File: config.mk
export PLATFORM = sky130hd
export DESIGN_NAME = forward_history_recorder
export DESIGN_NICKNAME = d
export VERILOG_FILES = /design/src/rtl/forward_pkg.sv /design/src/rtl/forward_history_lane.sv /design/src/rtl/forward_history_recorder.sv
export SDC_FILE = /design/constraint.sdc
export NUM_CORES = 1
export LEC_CHECK = 0
export CAP_MARGIN = 20
export CORE_ASPECT_RATIO = 1.2
export CORE_MARGIN = 10
export CORE_UTILIZATION = 47
export DETAILED_ROUTE_END_ITERATION = 16
export GPL_ROUTABILITY_DRIVEN = 0
export GPL_TIMING_DRIVEN = 0
export PLACE_DENSITY = 0.85
export SLEW_MARGIN = 20
export SYNTH_ARGS = -nofsm -noshare
export SYNTH_HDL_FRONTEND = slang
export SYNTH_SLANG_ARGS = --single-unit
File: constraint.sdc
create_clock -name clk -period 4.7 [get_ports clk]
set_clock_uncertainty 0.1 [all_clocks]
set_input_delay 1.175 -clock clk [delete_from_list [all_inputs] [get_ports clk]]
set_output_delay 1.175 -clock clk [all_outputs]
set_load 0.02 [all_outputs]
File: src/rtl/forward_pkg.sv
// Shared constants and helpers for the forwarding history and its consumers.
// Slot numbering: slot i*D+j is table i, age j, with j=0 the newest.
package forward_pkg;

  localparam int FORWARD_DEPTH_DEFAULT = 2;

  // Width of a counter that must hold 0..d inclusive.
  function automatic int cnt_width(input int d);
    return (d < 1) ? 1 : $clog2(d + 1);
  endfunction

  function automatic int slot_idx(input int i, input int j, input int d);
    return i * d + j;
  endfunction

endpackage

File: src/rtl/forward_history_lane.sv
// One table's write history: a D-deep shift register advanced on clk_en, plus an occupancy count.
// Registered outputs; a write shows at age 0 one enabled edge after issue. There is no backpressure, and clk_en=0 freezes the lane.
module forward_history_lane
  import forward_pkg::*;
#(
  parameter int DATA_WIDTH           = 4,
  parameter int KEY_WIDTH            = 2,
  parameter int HASH_ADR_WIDTH       = 2,
  parameter int SHIFT_HASH_ADR_WIDTH = 2,
  parameter int FORWARD_DEPTH        = FORWARD_DEPTH_DEFAULT,
  parameter int HAS_SHIFT            = 1,
  localparam int CW = cnt_width(FORWARD_DEPTH)
) (
  input  logic                                          clk,
  input  logic                                          reset,
  input  logic                                          clk_en,
  input  logic                                          flush,
  input  logic                                          wr_en,
  input  logic [HASH_ADR_WIDTH-1:0]                     wr_hash_adr,
  input  logic [KEY_WIDTH-1:0]                          wr_key,
  input  logic [DATA_WIDTH-1:0]                         wr_data,
  input  logic                                          wr_valid,
  input  logic [SHIFT_HASH_ADR_WIDTH-1:0]               wr_shift_adr,
  input  logic                                          wr_shift_valid,
  output logic [FORWARD_DEPTH-1:0]                      updated,
  output logic [FORWARD_DEPTH*HASH_ADR_WIDTH-1:0]       hash_adr,
  output logic [FORWARD_DEPTH*KEY_WIDTH-1:0]            key,
  output logic [FORWARD_DEPTH*DATA_WIDTH-1:0]           data,
  output logic [FORWARD_DEPTH-1:0]                      valid,
  output logic [FORWARD_DEPTH*SHIFT_HASH_ADR_WIDTH-1:0] shift_hash_adr,
  output logic [FORWARD_DEPTH-1:0]                      shift_valid,
  output logic [CW-1:0]                                 pending_cnt
);

  localparam int D  = FORWARD_DEPTH;
  localparam int AW = HASH_ADR_WIDTH;
  localparam int KW = KEY_WIDTH;
  localparam int DW = DATA_WIDTH;
  localparam int SW = SHIFT_HASH_ADR_WIDTH;

  // A non-write cycle enters the history as an all-zero slot.
  logic [AW-1:0] s0_adr;
  logic [KW-1:0] s0_key;
  logic [DW-1:0] s0_data;
  logic          s0_valid;
  logic [SW-1:0] s0_sadr;
  logic          s0_sval;

  assign s0_adr   = wr_en ? wr_hash_adr : '0;
  assign s0_key   = wr_en ? wr_key : '0;
  assign s0_data  = wr_en ? wr_data : '0;
  assign s0_valid = wr_en & wr_valid;
  assign s0_sadr  = (wr_en && HAS_SHIFT != 0) ? wr_shift_adr : '0;
  assign s0_sval  = wr_en & wr_shift_valid & (HAS_SHIFT != 0);

  always_ff @(posedge clk) begin
    if (reset || flush) begin
      updated        <= '0;
      hash_adr       <= '0;
      key            <= '0;
      data           <= '0;
      valid          <= '0;
      shift_hash_adr <= '0;
      shift_valid    <= '0;
    end else if (clk_en) begin
      for (int j = 1; j < D; j++) begin
        updated[j]                <= updated[j-1];
        hash_adr[j*AW +: AW]      <= hash_adr[(j-1)*AW +: AW];
        key[j*KW +: KW]           <= key[(j-1)*KW +: KW];
        data[j*DW +: DW]          <= data[(j-1)*DW +: DW];
        valid[j]                  <= valid[j-1];
        shift_hash_adr[j*SW +: SW] <= shift_hash_adr[(j-1)*SW +: SW];
        shift_valid[j]            <= shift_valid[j-1];
      end
    end

    // A write coinciding with a flush already reached memory, so it still enters slot 0.
    if (!reset && clk_en) begin
      updated[0]          <= wr_en;
      hash_adr[0 +: AW]   <= s0_adr;
      key[0 +: KW]        <= s0_key;
      data[0 +: DW]       <= s0_data;
      valid[0]            <= s0_valid;
      shift_hash_adr[0 +: SW] <= s0_sadr;
      shift_valid[0]      <= s0_sval;
    end

    if (reset) begin
      pending_cnt <= '0;
    end else if (flush) begin
      pending_cnt <= CW'(wr_en & clk_en);
    end else if (clk_en) begin
      pending_cnt <= pending_cnt + CW'(wr_en) - CW'(updated[D-1]);
    end
  end

endmodule

File: src/rtl/forward_history_recorder.sv
// Per-table write history feeding the cuckoo read-stage forwarding logic; one lane per table, flattened to slot i*D+j.
// Outputs are purely registered with one enabled edge from write to age 0, and clk_en=0 stalls every lane.
module forward_history_recorder
  import forward_pkg::*;
#(
  parameter int DATA_WIDTH           = 4,
  parameter int KEY_WIDTH            = 2,
  parameter int HASH_ADR_WIDTH       = 2,
  parameter int SHIFT_HASH_ADR_WIDTH = 2,
  parameter int NUMBER_OF_TABLES     = 4,
  parameter int FORWARD_DEPTH        = FORWARD_DEPTH_DEFAULT,
  localparam int N  = NUMBER_OF_TABLES,
  localparam int D  = FORWARD_DEPTH,
  localparam int CW = cnt_width(FORWARD_DEPTH)
) (
  input  logic                                  clk,
  input  logic                                  reset,
  input  logic                                  clk_en,
  input  logic                                  flush_i,
  input  logic [N-1:0]                          wr_en_i,
  input  logic [N*HASH_ADR_WIDTH-1:0]           wr_hash_adr_i,
  input  logic [N*DATA_WIDTH-1:0]               wr_data_i,
  input  logic [N*KEY_WIDTH-1:0]                wr_key_i,
  input  logic [N-1:0]                          wr_valid_i,
  input  logic [(N-1)*SHIFT_HASH_ADR_WIDTH-1:0] wr_shift_adr_i,
  input  logic [N-2:0]                          wr_shift_valid_i,
  output logic [N*D*HASH_ADR_WIDTH-1:0]         forward_hash_adr_o,
  output logic [N*D*DATA_WIDTH-1:0]             forward_data_o,
  output logic [N*D*KEY_WIDTH-1:0]              forward_key_o,
  output logic [N*D-1:0]                        forward_valid_o,
  output logic [N*D-1:0]                        forward_updated_mem_o,
  output logic [(N-1)*D*SHIFT_HASH_ADR_WIDTH-1:0] forward_shift_hash_adr_o,
  output logic [(N-1)*D-1:0]                    forward_shift_valid_o,
  output logic [N*CW-1:0]                       pending_cnt_o
);

  localparam int AW = HASH_ADR_WIDTH;
  localparam int KW = KEY_WIDTH;
  localparam int DW = DATA_WIDTH;
  localparam int SW = SHIFT_HASH_ADR_WIDTH;

  for (genvar i = 0; i < N; i++) begin : g_lane
    localparam int S0 = slot_idx(i, 0, D);
    localparam int HS = (i < N - 1) ? 1 : 0;

    logic [SW-1:0]   lane_sadr_in;
    logic            lane_sval_in;
    logic [D*SW-1:0] lane_sadr;
    logic [D-1:0]    lane_sval;

    // The last table has no shift table behind it, so its shift fields stay internal and zero.
    if (HS != 0) begin : g_shift
      assign lane_sadr_in = wr_shift_adr_i[i*SW +: SW];
      assign lane_sval_in = wr_shift_valid_i[i];
      assign forward_shift_hash_adr_o[S0*SW +: D*SW] = lane_sadr;
      assign forward_shift_valid_o[S0 +: D]          = lane_sval;
    end else begin : g_no_shift
      assign lane_sadr_in = '0;
      assign lane_sval_in = 1'b0;
    end

    forward_history_lane #(
      .DATA_WIDTH          (DW),
      .KEY_WIDTH           (KW),
      .HASH_ADR_WIDTH      (AW),
      .SHIFT_HASH_ADR_WIDTH(SW),
      .FORWARD_DEPTH       (D),
      .HAS_SHIFT           (HS)
    ) u_lane (
      .clk           (clk),
      .reset         (reset),
      .clk_en        (clk_en),
      .flush         (flush_i),
      .wr_en         (wr_en_i[i]),
      .wr_hash_adr   (wr_hash_adr_i[i*AW +: AW]),
      .wr_key        (wr_key_i[i*KW +: KW]),
      .wr_data       (wr_data_i[i*DW +: DW]),
      .wr_valid      (wr_valid_i[i]),
      .wr_shift_adr  (lane_sadr_in),
      .wr_shift_valid(lane_sval_in),
      .updated       (forward_updated_mem_o[S0 +: D]),
      .hash_adr      (forward_hash_adr_o[S0*AW +: D*AW]),
      .key           (forward_key_o[S0*KW +: D*KW]),
      .data          (forward_data_o[S0*DW +: D*DW]),
      .valid         (forward_valid_o[S0 +: D]),
      .shift_hash_adr(lane_sadr),
      .shift_valid   (lane_sval),
      .pending_cnt   (pending_cnt_o[i*CW +: CW])
    );
  end

endmodule

==> impl_metrics.csv <==
group,metric,value,unit
cts,cts_tree,"built",
sta,fmax,345,MHz
cts,cts_made_buffers,9,
worst_setup_path,crit_arrival,2.76,ns
power,switching_share,0.249,
placed_design,detailed_place_hpwl,8.62,mm
routing,wl_per_cell,18.2,µm
final_layout,n_fill_cell,631,
floorplanning,die_area,12900,µm²
synth,syn-cell-area,4110,µm²
routing,drc,0,
sta,max-slew-margin-rel,0.548,
worst_setup_path,path_class,"in -> reg",
synth,synthCells,326,
synth,ys.flop_type,"dfxtp_1",
synth,synth_area_per_cell,12.6,µm²
worst_setup_path,cp_max_fo,49,
synth,async_flop_share,0,
power,power_density,298,nW/µm²
hold_path,hold_start,"g_lane[3].u_lane.data[4]$_SDFFE_PP0P_",
cts,hold_buffers,0,
routing,ant_nets,0,
worst_setup_path,critPathRequiredTime,4.56,ns
grt,grt_start_max_net_pins,50,
run,maxCapViolations,0,
cts,post_cts_resized,0,
final_layout,diodes,0,
hold_path,hold_depth,2,
floorplanning,io_pins,159,
worst_setup_path,r2r_end,"g_lane[3].u_lane.pending_cnt[0]$_SDFFE_PP0P_",
floorplanning,die_w,105,µm
cts,postCtsSetupBuffers,0,
final_layout,syn_to_final_growth,46.1,%
placed_design,port-buffer-count,157,
hold_path,min_path_type,"reg -> reg",
power,vdd_ir_drop_max,0.195,mV
power,p_int,1.34,mW
cts,root_buffer,"clkbuf_8",
worst_setup_path,ff2ff_path_depth,7,
power,pwr-share-seq,0.572,
routing,vias_per_cell,4.84,
sta,setup_violations,0,
placed_design,dpl.cell_count,600,
hold_path,min_to,"g_lane[3].u_lane.data[4]$_SDFFE_PP0P_",
grt,grt_pass1_vias,3186,
floorplanning,rows,37,
cts,clock_sink_count,106,
final_layout,fin_util,0.700,
synth,syn-num-nets,387,
routing,wl,11.2,mm
sta,final-hold-violation-count,0,
cts,clkLatencyLatePin,0.36,ns
status,status,"finished, final reports clean",
worst_setup_path,end_kind,"register",
worst_setup_path,cp-start-kind,"primary input",
routing,drtIter0Drc,120,
worst_setup_path,reg2reg_slack,3.03,ns
final_layout,final_cell_count_no_fill,615,
floorplanning,core,8560,µm²
sta,min_period_over_period,0.616,
power,comb_power_share,0.150,
power,leakage,2.41,nW
synth,netlist-cell-type-count,22,
floorplanning,start_util,0.479,
grt,overflow,0,
power,pwr-share-clk,0.278,
grt,track_usage,0.172,
synth,synth-seq-cells,106,
sta,maxSlewViolCount,0,
grt,antenna_found_initial,0,
final_layout,nets,555,
power,switching_power,0.445,mW
cts,htreeDepth,3,
synth,yosysWarnings,0,
cts,clk_pin_slew,0.09,ns
sta,rsz0062_at_grt,"false",
grt,grt_pass1_wl,17.3,mm
sta,layout_min_cycle_time,2.90,ns
final_layout,drive_gt1_frac,0.0763,
sta,setup-tns-final,0,ns
synth,ys_seq_area_frac,0.636,
routing,dr.pass1.iters,4,
synth,synth_edf_count,49,
sta,worst-slew-pin-transition,0.677,ns
routing,vias,2974,
worst_setup_path,r2r_start,"g_lane[3].u_lane.pending_cnt[0]$_SDFFE_PP0P_",
cts,clock_path_buffers,2,
floorplanning,fp.dieH,122,µm
[cell families after synthesis]
group / share of synthesized area
XOR/XNOR: 0.00853
buffers and inverters: 0.0369
adder cells (fa/ha/maj): 0.0244
AND/OR/NAND/NOR: 0.144
flip-flops: 0.636
multiplexers: 0.130
AO/OA/AOI/OAI: 0.0195
[flip-flops by register name (all words and copies together) (netlist names)]
| register | flops |
|---|---|
| g_lane.u_lane.pending_cnt | 8 |
| g_lane.u_lane.updated | 8 |
| g_lane.u_lane.valid | 8 |
| g_lane.u_lane.shift_valid | 6 |
| g_lane.u_lane.key | 16 |
| g_lane.u_lane.shift_hash_adr | 12 |
| g_lane.u_lane.data | 32 |
| g_lane.u_lane.hash_adr | 16 |
[synth_stat cells, types with 4 or more instances]
cell	n	area (µm²)
nor2_1	57	214
buf_4	4	30.0
a21oi_1	4	20.0
mux2i_1	49	490
dfxtp_1	57	1140
mux2_2	4	45.0
inv_1	8	30.0
and2_1	45	282
edfxtp_1	49	1470
ha_1	8	100
nor3b_1	4	30.0
xnor2_1	4	35.0
or3_1	4	25.0
o31ai_1	4	30.0
o211ai_1	4	30.0
buf_2	10	50.1
nand2_1	4	15.0
[how the worst max path moves through the flow]
stage                                                  endpoint  slack [ns]  depth (start not counted)  startpoint
6_report       g_lane[1].u_lane.shift_hash_adr[0]$_SDFFCE_PN0P_        1.80                          4     flush_i
5_1_grt               g_lane[3].u_lane.updated[0]$_SDFFCE_PN0P_        1.67                          4     flush_i
4_1_cts        g_lane[1].u_lane.shift_hash_adr[0]$_SDFFCE_PN0P_        1.79                          4     flush_i
3_5_place_dp             g_lane[0].u_lane.data[3]$_SDFFCE_PN0P_        1.40                          4     flush_i
3_3_place_gp             g_lane[2].u_lane.data[2]$_SDFFCE_PN0P_        0.34                          4     flush_i
2_1_floorplan            g_lane[0].u_lane.data[0]$_SDFFCE_PN0P_        1.60                          3       reset
[through the flow]
step,setup WS (ns),hold WS [ns],power [mW],instance area [µm²]
after floorplan,1.60,0.474,1.17,4110
after global placement,0.339,0.371,1.31,5820
after detailed placement,1.40,0.382,1.32,5830
after CTS,1.79,0.406,1.81,6000
after global routing,1.67,0.438,1.86,6000
final,1.80,0.399,1.79,6000
[worst max-delay path: stages]
cell,delay [ns]
clkdlybuf4s50_1,0.52
buf_4,0.23
nor2_1,0.35
nand2_4,0.47
[layout make-up]
cell class	instances	area [µm²]	share of cell area
sequential	106	2610	0.436
inverter	9	33.8	0.00563
timing repair buffer	157	1570	0.262
clock buffer	10	138	0.0229
multi-input combinational	193	1350	0.225
tap	117	146	0.0244
clock inverter	5	30.0	0.00501
buffer	18	118	0.0196
[cell usage in the layout (no fill, tap or decap), types with 8 or more instances in the layout]
cell	n
edfxtp_1	49
dfxtp_1	57
nor2_1	57
buf_2	10
ha_1	8
inv_1	8
clkdlybuf4s50_1	157
mux2i_1	49
and2_1	45
clkbuf_8	10
[power groups by stage]
stage / registers, mW / logic [mW] / clock network (mW)
6_report: 1.02 / 0.269 / 0.497
5_1_grt: 1.03 / 0.288 / 0.546
4_1_cts: 1.02 / 0.273 / 0.512
3_5_place_dp: 1.04 / 0.272 / 0
3_3_place_gp: 1.04 / 0.266 / 0
2_1_floorplan: 1.09 / 0.0798 / 0
[per-layer routing]
layer,vias to the layer above,track usage,share of wire
met5,-,0,0
met1,1420,0.180,0.37
li1,1444,-,-
met3,12,0.0676,0.083
met2,98,0.307,0.53
met4,0,0.0601,0.014
No activity file was read; power rests on OpenSTA's default activity.
